### src/rtl/sprite_fetch_arbiter.sv
// Sprite graphics RAM arbiter: per-line 16-slot two-word fetch plus posted CPU writes.
// Optional line-wrap abort with sticky overrun flag under `SPRITE_FETCH_OVERRUN_EN.
module sprite_fetch_arbiter #(
  parameter int unsigned NUM_SPRITES = 16,
  parameter int unsigned FETCH_START = 704,
  parameter int unsigned ADDR_W      = 12,
  parameter int unsigned DATA_W      = 32
) (
  input  logic              clk,
  input  logic              rst,
  input  logic [11:0]       pix_col,
  output logic [4:0]        sprite_index,
  input  logic [ADDR_W-1:0] sprite_addr,
  output logic [1:0]        sprite_dvalid,
  output logic [DATA_W-1:0] sprite_data,
  input  logic              cpu_wr,
  input  logic [ADDR_W-1:0] cpu_addr,
  input  logic [DATA_W-1:0] cpu_wdata,
  output logic              cpu_busy,
  output logic              ram_en,
  output logic              ram_we,
  output logic [ADDR_W-1:0] ram_addr,
  output logic [DATA_W-1:0] ram_wdata,
  input  logic [DATA_W-1:0] ram_rdata,
  output logic              line_done,
  output logic              overrun
);

  localparam int unsigned IDX_W    = 5;
  localparam logic [IDX_W-1:0] IDX_IDLE = IDX_W'(NUM_SPRITES);
  localparam logic [IDX_W-1:0] IDX_LAST = IDX_W'(NUM_SPRITES - 1);

  typedef enum logic [2:0] {S_IDLE, S_SETUP, S_RD0, S_RD1, S_NEXT} state_t;

  state_t              state_q, state_d;
  logic [ADDR_W-1:0]   a_q, a_d;
  logic [IDX_W-1:0]    idx_q, idx_d;
  logic [1:0]          dvalid_q, dvalid_d;
  logic [DATA_W-1:0]   data_q, data_d;
  logic                ram_en_q, ram_en_d, ram_we_q, ram_we_d;
  logic [ADDR_W-1:0]   ram_addr_q, ram_addr_d;
  logic [DATA_W-1:0]   ram_wdata_q, ram_wdata_d;
  logic                hold_v_q, hold_v_d;
  logic [ADDR_W-1:0]   hold_addr_q, hold_addr_d;
  logic [DATA_W-1:0]   hold_data_q, hold_data_d;
  logic                line_done_q, line_done_d;
`ifdef SPRITE_FETCH_OVERRUN_EN
  logic                overrun_q, overrun_d;
`endif

  always_ff @(posedge clk or posedge rst) begin
    if (rst) begin
      state_q     <= S_IDLE;
      a_q         <= '0;
      idx_q       <= IDX_IDLE;
      dvalid_q    <= '0;
      data_q      <= '0;
      ram_en_q    <= 1'b0;
      ram_we_q    <= 1'b0;
      ram_addr_q  <= '0;
      ram_wdata_q <= '0;
      hold_v_q    <= 1'b0;
      hold_addr_q <= '0;
      hold_data_q <= '0;
      line_done_q <= 1'b0;
`ifdef SPRITE_FETCH_OVERRUN_EN
      overrun_q   <= 1'b0;
`endif
    end else begin
      state_q     <= state_d;
      a_q         <= a_d;
      idx_q       <= idx_d;
      dvalid_q    <= dvalid_d;
      data_q      <= data_d;
      ram_en_q    <= ram_en_d;
      ram_we_q    <= ram_we_d;
      ram_addr_q  <= ram_addr_d;
      ram_wdata_q <= ram_wdata_d;
      hold_v_q    <= hold_v_d;
      hold_addr_q <= hold_addr_d;
      hold_data_q <= hold_data_d;
      line_done_q <= line_done_d;
`ifdef SPRITE_FETCH_OVERRUN_EN
      overrun_q   <= overrun_d;
`endif
    end
  end

  always_comb begin
    state_d     = state_q;
    a_d         = a_q;
    idx_d       = idx_q;
    dvalid_d    = 2'b00;
    data_d      = data_q;
    ram_en_d    = 1'b0;
    ram_we_d    = 1'b0;
    ram_addr_d  = ram_addr_q;
    ram_wdata_d = ram_wdata_q;
    hold_v_d    = hold_v_q;
    hold_addr_d = hold_addr_q;
    hold_data_d = hold_data_q;
    line_done_d = 1'b0;
`ifdef SPRITE_FETCH_OVERRUN_EN
    overrun_d   = overrun_q;
`endif

    case (state_q)
      S_IDLE: begin
        if (pix_col == 12'(FETCH_START)) begin
          state_d = S_SETUP;
          idx_d   = '0;
        end
      end
      S_SETUP: begin
        a_d     = sprite_addr;
        state_d = S_RD0;
      end
      S_RD0: state_d = S_RD1;
      S_RD1: begin
        state_d  = S_NEXT;
        dvalid_d = 2'b01;
        data_d   = ram_rdata;
      end
      S_NEXT: begin
        dvalid_d = 2'b10;
        data_d   = ram_rdata;
        if (idx_q < IDX_LAST) begin
          idx_d   = idx_q + IDX_W'(1);
          state_d = S_SETUP;
        end else begin
          idx_d       = IDX_IDLE;
          state_d     = S_IDLE;
          line_done_d = 1'b1;
        end
      end
      default: state_d = S_IDLE;
    endcase

`ifdef SPRITE_FETCH_OVERRUN_EN
    // Line wrap mid-fetch: drop the rest of the line and anything in flight.
    if (state_q != S_IDLE && pix_col == 12'd0) begin
      state_d     = S_IDLE;
      idx_d       = IDX_IDLE;
      dvalid_d    = 2'b00;
      line_done_d = 1'b0;
      overrun_d   = 1'b1;
    end
`endif

    // Port ownership follows the state the registered port outputs will appear in.
    if (state_d == S_RD0) begin
      ram_en_d   = 1'b1;
      ram_addr_d = a_d;
    end else if (state_d == S_RD1) begin
      ram_en_d   = 1'b1;
      ram_addr_d = a_q + ADDR_W'(1);
    end else if (hold_v_q) begin
      ram_en_d    = 1'b1;
      ram_we_d    = 1'b1;
      ram_addr_d  = hold_addr_q;
      ram_wdata_d = hold_data_q;
      hold_v_d    = 1'b0;
    end

    if (cpu_wr && !hold_v_q) begin
      hold_v_d    = 1'b1;
      hold_addr_d = cpu_addr;
      hold_data_d = cpu_wdata;
    end
  end

  assign sprite_index  = idx_q;
  assign sprite_dvalid = dvalid_q;
  assign sprite_data   = data_q;
  assign cpu_busy      = hold_v_q;
  assign ram_en        = ram_en_q;
  assign ram_we        = ram_we_q;
  assign ram_addr      = ram_addr_q;
  assign ram_wdata     = ram_wdata_q;
  assign line_done     = line_done_q;
`ifdef SPRITE_FETCH_OVERRUN_EN
  assign overrun       = overrun_q;
`else
  assign overrun       = 1'b0;
`endif

endmodule

### config.mk
export PLATFORM = sky130hd
export DESIGN_NAME = sprite_fetch_arbiter
export DESIGN_NICKNAME = d
export VERILOG_FILES = /design/src/rtl/sprite_fetch_arbiter.sv
export SDC_FILE = /design/constraint.sdc
export NUM_CORES = 1
export LEC_CHECK = 0
export BUFFER_PORTS_ARGS = -buffer_cell sky130_fd_sc_hd__buf_2
export CELL_PAD_IN_SITES_DETAIL_PLACEMENT = 0
export CELL_PAD_IN_SITES_GLOBAL_PLACEMENT = 1
export CORE_ASPECT_RATIO = 1.1
export CORE_MARGIN = 3
export CORE_UTILIZATION = 40
export CTS_BUF_LIST = sky130_fd_sc_hd__clkbuf_8
export CTS_CLUSTER_DIAMETER = 40
export CTS_CLUSTER_SIZE = 40
export DETAILED_ROUTE_END_ITERATION = 12
export GPL_ROUTABILITY_DRIVEN = 1
export PLACE_DENSITY = 0.82
export SYNTH_ARGS = -nofsm -noshare
export SYNTH_HDL_FRONTEND = slang
export SYNTH_SLANG_ARGS = --single-unit
export TNS_END_PERCENT = 30
### constraint.sdc
create_clock -name clk -period 6.65 [get_ports clk]
set_input_delay 1.33 -clock clk [delete_from_list [all_inputs] [get_ports clk]]
set_output_delay 1.33 -clock clk [all_outputs]
set_load 0.005 [all_outputs]
After elaboration in Yosys (flattened, before gate mapping)
Cells that the tools add are included.
Word-level totals
  register bits: 146
  bits of input ports: 103
Cells by class
  equal/unequal tests: 10
  multiplexer cells: 21
  magnitude comparators: 1
  add/sub/neg operators: 2
  reductions and logical operators: 9
  bitwise gates (word level): 2
Operators by type and width (number)
  $mux W12: 4
  $pmux W3 S5: 1
  $add A12 B1 Y12 const B: 1
  $eq A12 B10 Y1 const B: 1
  $eq A3 B2 Y1 const B: 4
  $mux W1: 11
  $mux W5: 2
  $pmux W5 S2: 1
  $add A5 B1 Y5 const B: 1
  $lt A5 B4 Y1 const B: 1
  $ne A2 B1 Y1 const B: 2
  $pmux W2 S2: 1
  $reduce_and A2 Y1: 2
  $eq A3 B1 Y1 const B: 1
  $eq A3 B3 Y1 const B: 1
  $logic_not A3 Y1: 1
  $mux W3: 1
  $reduce_and A3 Y1: 1
  $reduce_bool A3 Y1: 1
  $ne A2 B2 Y1 const B: 1
  $not A1 Y1: 2
  $reduce_bool A2 Y1: 1
  $reduce_or A2 Y1: 1
  $logic_and A1 B1 Y1: 1
  $logic_not A1 Y1: 1

Depth between registers and ports, before layout
Gate-level depths: netlist of run 1.
  depth in word-level cells: 7
  depth in mapped cells: 8
  depth with buffers taken out: 6

Least setup slack after synthesis of run 1
Ideal clock, no wire load.
  path kind: input -> register
  start: input port pix_col[2]
  end: register idx_q[2], in the netlist sprite_index[2]
  setup time: 0.118 ns
  arrival: 2.480 ns
  path buffers: 0
  slack: 4.052 ns
  data required time: 6.532 ns
  stages on the path: 5
  cells stage by stage: nor4b_1 -> a31oi_1 -> nor3_1 -> o21ai_0 -> a21o_1
Between the ends
  cells in the longest elaborated chain, start to end: 3
RTL lines
  from (decl): line 11  | input logic [11:0] pix_col,
  $eq A12 B10 Y1: line 109  | if (pix_col == 12'(FETCH_START)) begin
  $ne A2 B2 Y1 (no line)
  $reduce_and A2 Y1 (no line)
  to (signal assigned): line 72  | idx_q <= idx_d;
  to (decl): line 37  | logic [IDX_W-1:0] idx_q, idx_d;
Every way passes these cells.
A chain may end at the register's enable or synchronous reset.

Final worst setup path of run 1
  start: register hold_v_q, in the netlist cpu_busy
  end: output port cpu_busy
RTL lines
  from (decl): line 43  | logic hold_v_q, hold_v_d;
  from (signal assigned): line 79  | hold_v_q <= hold_v_d;
  to (decl): line 19  | output logic cpu_busy,
No word-level cell between the ends.

==> results of run 1 <==
layout by cell type, fill, tap and decap left out, types with 3 or more instances in the layout:
cell | synthesis | routed
nand2_1 | 144 | 144
clkinvlp_4 | 0 | 3
o21ai_0 | 10 | 10
clkinv_2 | 0 | 3
a31oi_1 | 5 | 5
inv_1 | 7 | 7
a22oi_1 | 3 | 3
buf_2 | 5 | 189
a22o_1 | 5 | 5
a21o_1 | 3 | 3
mux2_2 | 74 | 74
clkbuf_8 | 0 | 19
nor2_1 | 18 | 18
xor2_1 | 4 | 4
buf_4 | 2 | 4
or2_2 | 2 | 3
nand3_1 | 7 | 7
nor3_1 | 3 | 3
clkinv_4 | 0 | 3
a221o_1 | 3 | 3
dfrtp_1 | 145 | 145
a21oi_1 | 9 | 9
xnor2_1 | 5 | 5
area by class of cell:
| cell class | count | area (sq um) |
|---|---|---|
| Multi-Input combinational cell | 333 | 2170 |
| Clock buffer | 19 | 261.5 |
| Tap cell | 192 | 240.2 |
| Antenna cell | 1 | 2.502 |
| Sequential cell | 146 | 3655 |
| Fill cell | 1379 | 7028 |
| Inverter | 8 | 35.03 |
| Timing Repair Buffer | 193 | 975.9 |
| Clock inverter | 13 | 136.4 |
report_power, final:
group	switching, mW	internal, mW	leakage [nW]	total, mW
registers	0.298	1.33	1.75	1.63
clock network	0.341	0.352	0.199	0.694
logic	0.728	0.701	1.77	1.43
state kept, by name, indices dropped and copies added (netlist names), 3 cells and up:
register and count:
a_q 12, ram_wdata 32, sprite_data 32, sprite_index 5
hold_data_q 32, ram_addr 12, hold_addr_q 12, state_q 3
path summary, 6_finish.rpt:
| check | from | endpoint | slack (ps) | cells past startpoint |
|---|---|---|---|---|
| setup / recovery | cpu_busy | cpu_busy | 3920 | 1 |
| hold / removal | hold_data_q[2] | ram_wdata[2] | 460 | 2 |
| setup reg to reg | state_q[1] | ram_addr[2] | 4140 | 5 |
| hold reg to reg | hold_data_q[2] | ram_wdata[2] | 460 | 2 |
| max in group asynchronous | rst | sprite_data[16] | 4300 | 3 |
| min in group asynchronous | rst | ram_wdata[8] | 1030 | 2 |
cell usage after synthesis (2+ instances only):
cell type	instances
a211oi_1	2
a21o_1	3
a21oi_1	9
a221o_1	3
a22o_1	5
a22oi_1	3
a31oi_1	5
a32o_1	2
a41oi_1	2
and3b_1	2
buf_2	5
buf_4	2
clkbuf_1	18
dfrtp_1	145
ha_1	2
inv_1	7
mux2_1	2
mux2_2	74
mux2i_1	2
nand2_1	144
nand3_1	7
nor2_1	18
nor3_1	3
o21ai_0	10
o31ai_1	2
or2_1	2
or2_2	2
xnor2_1	5
xor2_1	4
metal layers:
metal,track usage [%],vias to the layer above,wire length [um]
met5,0,-,0
met3,4.513,12,696
met1,22.29,2207,6097
met4,6.098,0,150
li1,-,2115,-
met2,31.62,118,7768
worst reg2reg max path: stages, from the launching register on:
cell and delay [ps]:
dfrtp_1 730, xnor2_1 240, nor2_1 170, nor2_1 880, inv_1 160, o21a_1 220
stage by stage:
step	cells	instance area (sq um)	utilization, %	hold slack (ps)
after floorplan	513	5954	-	434.8
after global placement	872	7076	48.78	445.8
after detailed placement	872	7076	48.78	452.6
after CTS	904	7473	51.53	471.3
after global routing	905	7476	51.54	494.6
final	905	7476	51.54	463.9
kinds of logic (layout without fill, tap and decap cells):
kind of cell | count (synthesis) | after routing | synth area share [%]
muxes | 78 | 78 | 14.71
buffers and inverters | 34 | 233 | 2.374
xor gates and xnor gates | 9 | 9 | 1.324
other | 1 | 2 | 0.06298
adders and majority gates | 2 | 2 | 0.4202
DFF | 146 | 146 | 61.38
AOI/OAI and AO/OA | 55 | 55 | 6.451
and+or+nand+nor | 188 | 188 | 13.28
==> metrics.md, run 1 <==
| Metric | Value |
|---|---|
| Worst setup margin | `3919 ps` |
| Critical path capture point type | `output pin` |
| Hold_buf cts | `0` |
| Drt pass-1 iters | `4` |
| Critical path class | `flip-flop to output pin` |
| Final period util | `41.07%` |
| Starting Density | `41.05%` |
| # setup viols final | `0` |
| Post-synth EDFFs | `0` |
| CTS Buf Count | `17` |
| Area Overhead vs Synth | `25.55%` |
| First-pass GRT wire length | `23.20 mm` |
| Slowest stage delay, CP | `730 ps` |
| GPL Wtd Cong | `0.8310` |
| Fmax | `366.1 MHz` |
| Htree depth | `4` |
| Clock transition at the registers of the reported paths | `90 ps` |
| CP arrival | `1400 ps` |
| Largest area contributor in the netlist | `dfrtp_1` |
| Wire per inst | `16.26 um` |
| Post-synthesis async set-or-reset flop share | `100.0%` |
| Gr usage total | `18.28%` |
| Critical Path Start Type | `flip-flop` |
| Mapped cell area | `5954 sq um` |
| Number of clock sinks | `146` |
| Fraction of layout cells with a size suffix above 1 | `43.54%` |
| RSZ-0062 raised after global routing | `false` |
| Largest net degree at the start of global routing | `93` |
| Postcts setup bufs | `0` |
| Netlist cell types | `52` |
| Number of I/O pins | `191` |
| Avg Cell Area, Syn | `11.61 sq um` |
| CTS tree | `done` |
| Crit path cell chain | `buf_2` |
| Post-CTS sizing | `0` |
| Fin crit period | `2731 ps` |
| Worst slack at placement | `3696 ps` |
| Post-Syn Nets | `618` |
| WP data required | `5320 ps` |
| Die W | `122.3 um` |
| Worst VDD drop | `179.4 uV` |
| Status | `complete, no violations` |
| Worst-Skew Late Latency | `440 ps` |
| DRC | `0` |
| Total Neg Setup Slack | `0 ps` |
| CP top delay family | `flip-flops` |
| Cells after synthesis | `513` |
| Clock root buffer | `clkbuf_8` |
| Slew headroom | `25.34%` |
| P_leak | `3.718 nW` |
| Top_reg_cell synth | `dfrtp_1` |
| Initial antenna violation count | `1` |
| Number of global-route vias before repair | `4624` |
| Antenna viol nets, final | `0` |
| Register area share after synthesis | `61.38%` |
| Least-Margin Pin Slew | `1116 ps` |
| DR vias | `4452` |
| Synth area leaders | `dfrtp_1 (61%), mux2_2 (14%), nand2_1 (9.1%), clkbuf_1 (1.1%), nor2_1 (1.1%)` |
| Max-Cap Viols | `0` |
| Remaining global-route overflow | `0` |
| Buf/Inv on CP | `1` |
| Yosys warns | `0` |
| Max-slew violation count | `0` |
| Core Area | `14500 sq um` |
| # rows | `46` |
| Power Dens Cells | `502.0 nW/um^2` |
| Number of synthesized register bits | `146` |
| Largest fanout on the critical path | `14` |
| Die height | `134.0 um` |
| Vias per std cell | `4.919` |
| CP max-delay cell | `dfrtp_1` |
| Clk_skew | `11.91 ps` |
| Nets | `804` |
| Post-DP HPWL | `10.41 mm` |
| Final Hold Fails | `0` |
| Area share of the largest cell type after synthesis | `60.94%` |
| Hold crit path type | `flip-flop to flip-flop` |
| Initial DRC Count | `193` |
| PortBufs | `189` |
| Clk buf depth | `2` |
| DRT Wirelength | `14.71 mm` |
| Die ar. | `16390 sq um` |
| Design Power | `3.753 mW` |
(Power assumes the default switching activity.)
==> run 2, diff against run 1 <==
- ABC_AREA: unset -> 1
- PLACE_DENSITY: 0.82 -> 0.83
- clock period: 6.65 -> 2.8 ns (I/O delays scaled with it)
==> metrics.md, run 2 <==
| Metric | Value |
|---|---|
| Status | `complete, no violations` |
| Global Route met1 Usage | `21.68%` |
| Post-Syn Nets | `681` |
| Power Dens Cells | `1170 nW/um^2` |
| CP most frequent cell | `nand2_1` |
| Initial DRC Count | `212` |
| Slew headroom | `49.20%` |
| Htree depth | `4` |
| Met2 Use GR | `27.32%` |
| # setup viols final | `0` |
| P_leak | `3.906 nW` |
| Max-Cap Viols | `0` |
| First-pass GRT wire length | `22.31 mm` |
| Core Area | `14620 sq um` |
| Hold wc startpoint | `sprite_addr[5]` |
| Die height | `135.1 um` |
| Critical path class | `flip-flop to flip-flop` |
| Area Overhead vs Synth | `24.38%` |
| Largest net degree at the start of global routing | `147` |
| DR vias | `4573` |
| Hold crit path type | `input pin to flip-flop` |
| Postcts setup bufs | `0` |
| Initial antenna violation count | `3` |
| Drt pass-1 iters | `4` |
| Post-synth EDFFs | `0` |
| Design Power | `8.816 mW` |
| Register area share after synthesis | `60.35%` |
| Max-slew violation count | `0` |
| R2r setup slk | `860 ps` |
| Slowest stage delay, CP | `430 ps` |
| Fill cells | `1379` |
| Avg Cell Area, Syn | `10.51 sq um` |
| Fin crit period | `1940 ps` |
| Starting Density | `41.42%` |
| Commonest non-fill, non-tap cells in the layout | `buf_2 (189), dfrtp_1 (145), nand2_1 (134)` |
| Top_reg_cell synth | `dfrtp_1` |
| Post-synthesis async set-or-reset flop share | `100.0%` |
| Final period util | `69.29%` |
| Reg-to-reg critical path startpoint | `state_q[2]` |
| Top Usage Layer GRT | `met2` |
| GPL Wtd Cong | `0.8103` |
| Fraction of layout cells with a size suffix above 1 | `38.46%` |
| Fin area | `7532 sq um` |
| Worst VDD drop | `424.2 uV` |
| Top-count cell post-synth | `dfrtp_1` |
| Antenna viol nets, final | `0` |
| Commonest non-fill, non-tap cell in the layout | `buf_2` |
| Min Hold Slack | `323.3 ps` |
| Placed Area | `7132 sq um` |
| Die W | `123.3 um` |
| Clock transition at the registers of the reported paths | `80 ps` |
| Area share of the largest cell type after synthesis | `59.92%` |
| Hold_buf cts | `0` |
| Number of I/O pins | `191` |
| Critical Path Start Type | `flip-flop` |
| Nets | `872` |
| Least-Margin Pin Slew | `761.9 ps` |
| CP max-delay cell | `dfrtp_1` |
| Hold-critical path endpoint | `a_q[5]` |
| PortBufs | `189` |
| CTS tree | `done` |
| Largest area contributor in the netlist | `dfrtp_1` |
| Cells after synthesis | `576` |
| Hold Crit Depth | `3` |
| Largest fanout on the critical path | `54` |
| DRT Wirelength | `13.88 mm` |
| Post-DP HPWL | `10.09 mm` |
| Number of clock sinks | `146` |
| Number of synthesized register bits | `146` |
| Die ar. | `16650 sq um` |
| CTS Buf Count | `17` |
| Total Neg Setup Slack | `0 ps` |
| Critical Path Start | `state_q[2]` |
| Met3 Use GR | `6.033%` |
| Netlist cell types | `39` |
| WP data required | `3170 ps` |
| Critical path capture point type | `flip-flop` |
| Gr usage total | `17.18%` |
| DRC | `0` |
| List of most frequent post-synthesis cells | `dfrtp_1 (145), nand2_1 (134), mux2_2 (49), inv_1 (48), nor2_1 (46)` |
| Final Hold Fails | `0` |
| Mapped cell area | `6056 sq um` |
| Post-CTS sizing | `0` |
| Clk_skew | `17.55 ps` |
| RSZ-0062 raised after global routing | `false` |
| CP arrival | `2310 ps` |
| Synth area leaders | `dfrtp_1 (60%), mux2_2 (9.1%), nand2_1 (8.3%), inv_1 (3.0%), nor2_1 (2.9%)` |
| Crit path cell chain | `nor2_1 -> nand2_1 -> nand2_4 -> nor2_8 -> inv_4 -> nand2_1 -> o21ai_2` |
| R2R depth | `7` |
| Vias per std cell | `4.700` |
| Wire per inst | `14.26 um` |
| Number of global-route vias before repair | `4534` |
| Clock root buffer | `clkbuf_8` |
| Remaining global-route overflow | `0` |
| Fmax | `515.4 MHz` |
| Clk buf depth | `2` |
| # rows | `46` |
| Yosys warns | `0` |
| RR Endpoint | `ram_wdata[20]` |
| Post-layout utilization of the core | `51.52%` |
| Worst-Skew Late Latency | `440 ps` |
==> run 2: final cells by class <==
class | count | area (sq um) | share of cell area (%)
Clock inverter | 13 | 136.4 | 1.811
Antenna cell | 1 | 2.502 | 0.03322
Multi-Input combinational cell | 356 | 2032 | 26.98
Timing Repair Buffer | 194 | 996.0 | 13.22
Tap cell | 192 | 240.2 | 3.189
Inverter | 52 | 209.0 | 2.774
Clock buffer | 19 | 261.5 | 3.472
Sequential cell | 146 | 3655 | 48.52
==> run 2: power breakdown <==
part	internal, mW	switching (mW)	leakage, nW
logic	1.54	1.90	1.99
clock network	0.837	0.799	0.199
registers	3.17	0.571	1.71
==> run 2: how the worst max path moves through the flow <==
stage | slack (ps) | cells past startpoint | end
2_1_floorplan | 410 | 1 | a_q[0]
3_3_place_gp | 950 | 7 | ram_wdata[25]
3_5_place_dp | 860 | 7 | ram_wdata[26]
4_1_cts | 830 | 7 | ram_wdata[26]
5_1_grt | 640 | 7 | cpu_busy
6_report | 860 | 7 | ram_wdata[20]
==> run 2: cell families (layout without fill, tap and decap cells) <==
kind of cell,count (synthesis),after routing,share of synthesized area [%]
XOR/XNOR,6,6,0.8678
multiplexers,52,52,9.669
AND/OR/NAND/NOR,220,220,15.41
buffers and inverters,74,278,6.095
other,1,2,0.06192
flip-flops,146,146,60.35
AO/OA/AOI/OAI,75,75,7.128
adder cells (fa/ha/maj),2,2,0.4132
==> run 2: layer usage <==
layer	vias up	part of all wire (%)	routed length [um]
li1	2240	-	-
met1	2188	42	5854
met2	122	49	6862
met3	19	6.7	936
met4	4	1.5	203
met5	-	0.15	21
==> run 2: stage by stage <==
stage | setup WS [ps] | cells
global placement | 948.9 | 940
finish | 859.8 | 973
global route | 643.6 | 973
floorplan | 407.8 | 576
detailed placement | 856.6 | 940
CTS | 831.3 | 972
==> run 2: critical path, delay by kind of cell (launching register included) <==
kind / cells / cell delay, ps
simple gates: 5 / 920
buf+inv: 1 / 410
compound gates: 1 / 80
flops: 1 / 430
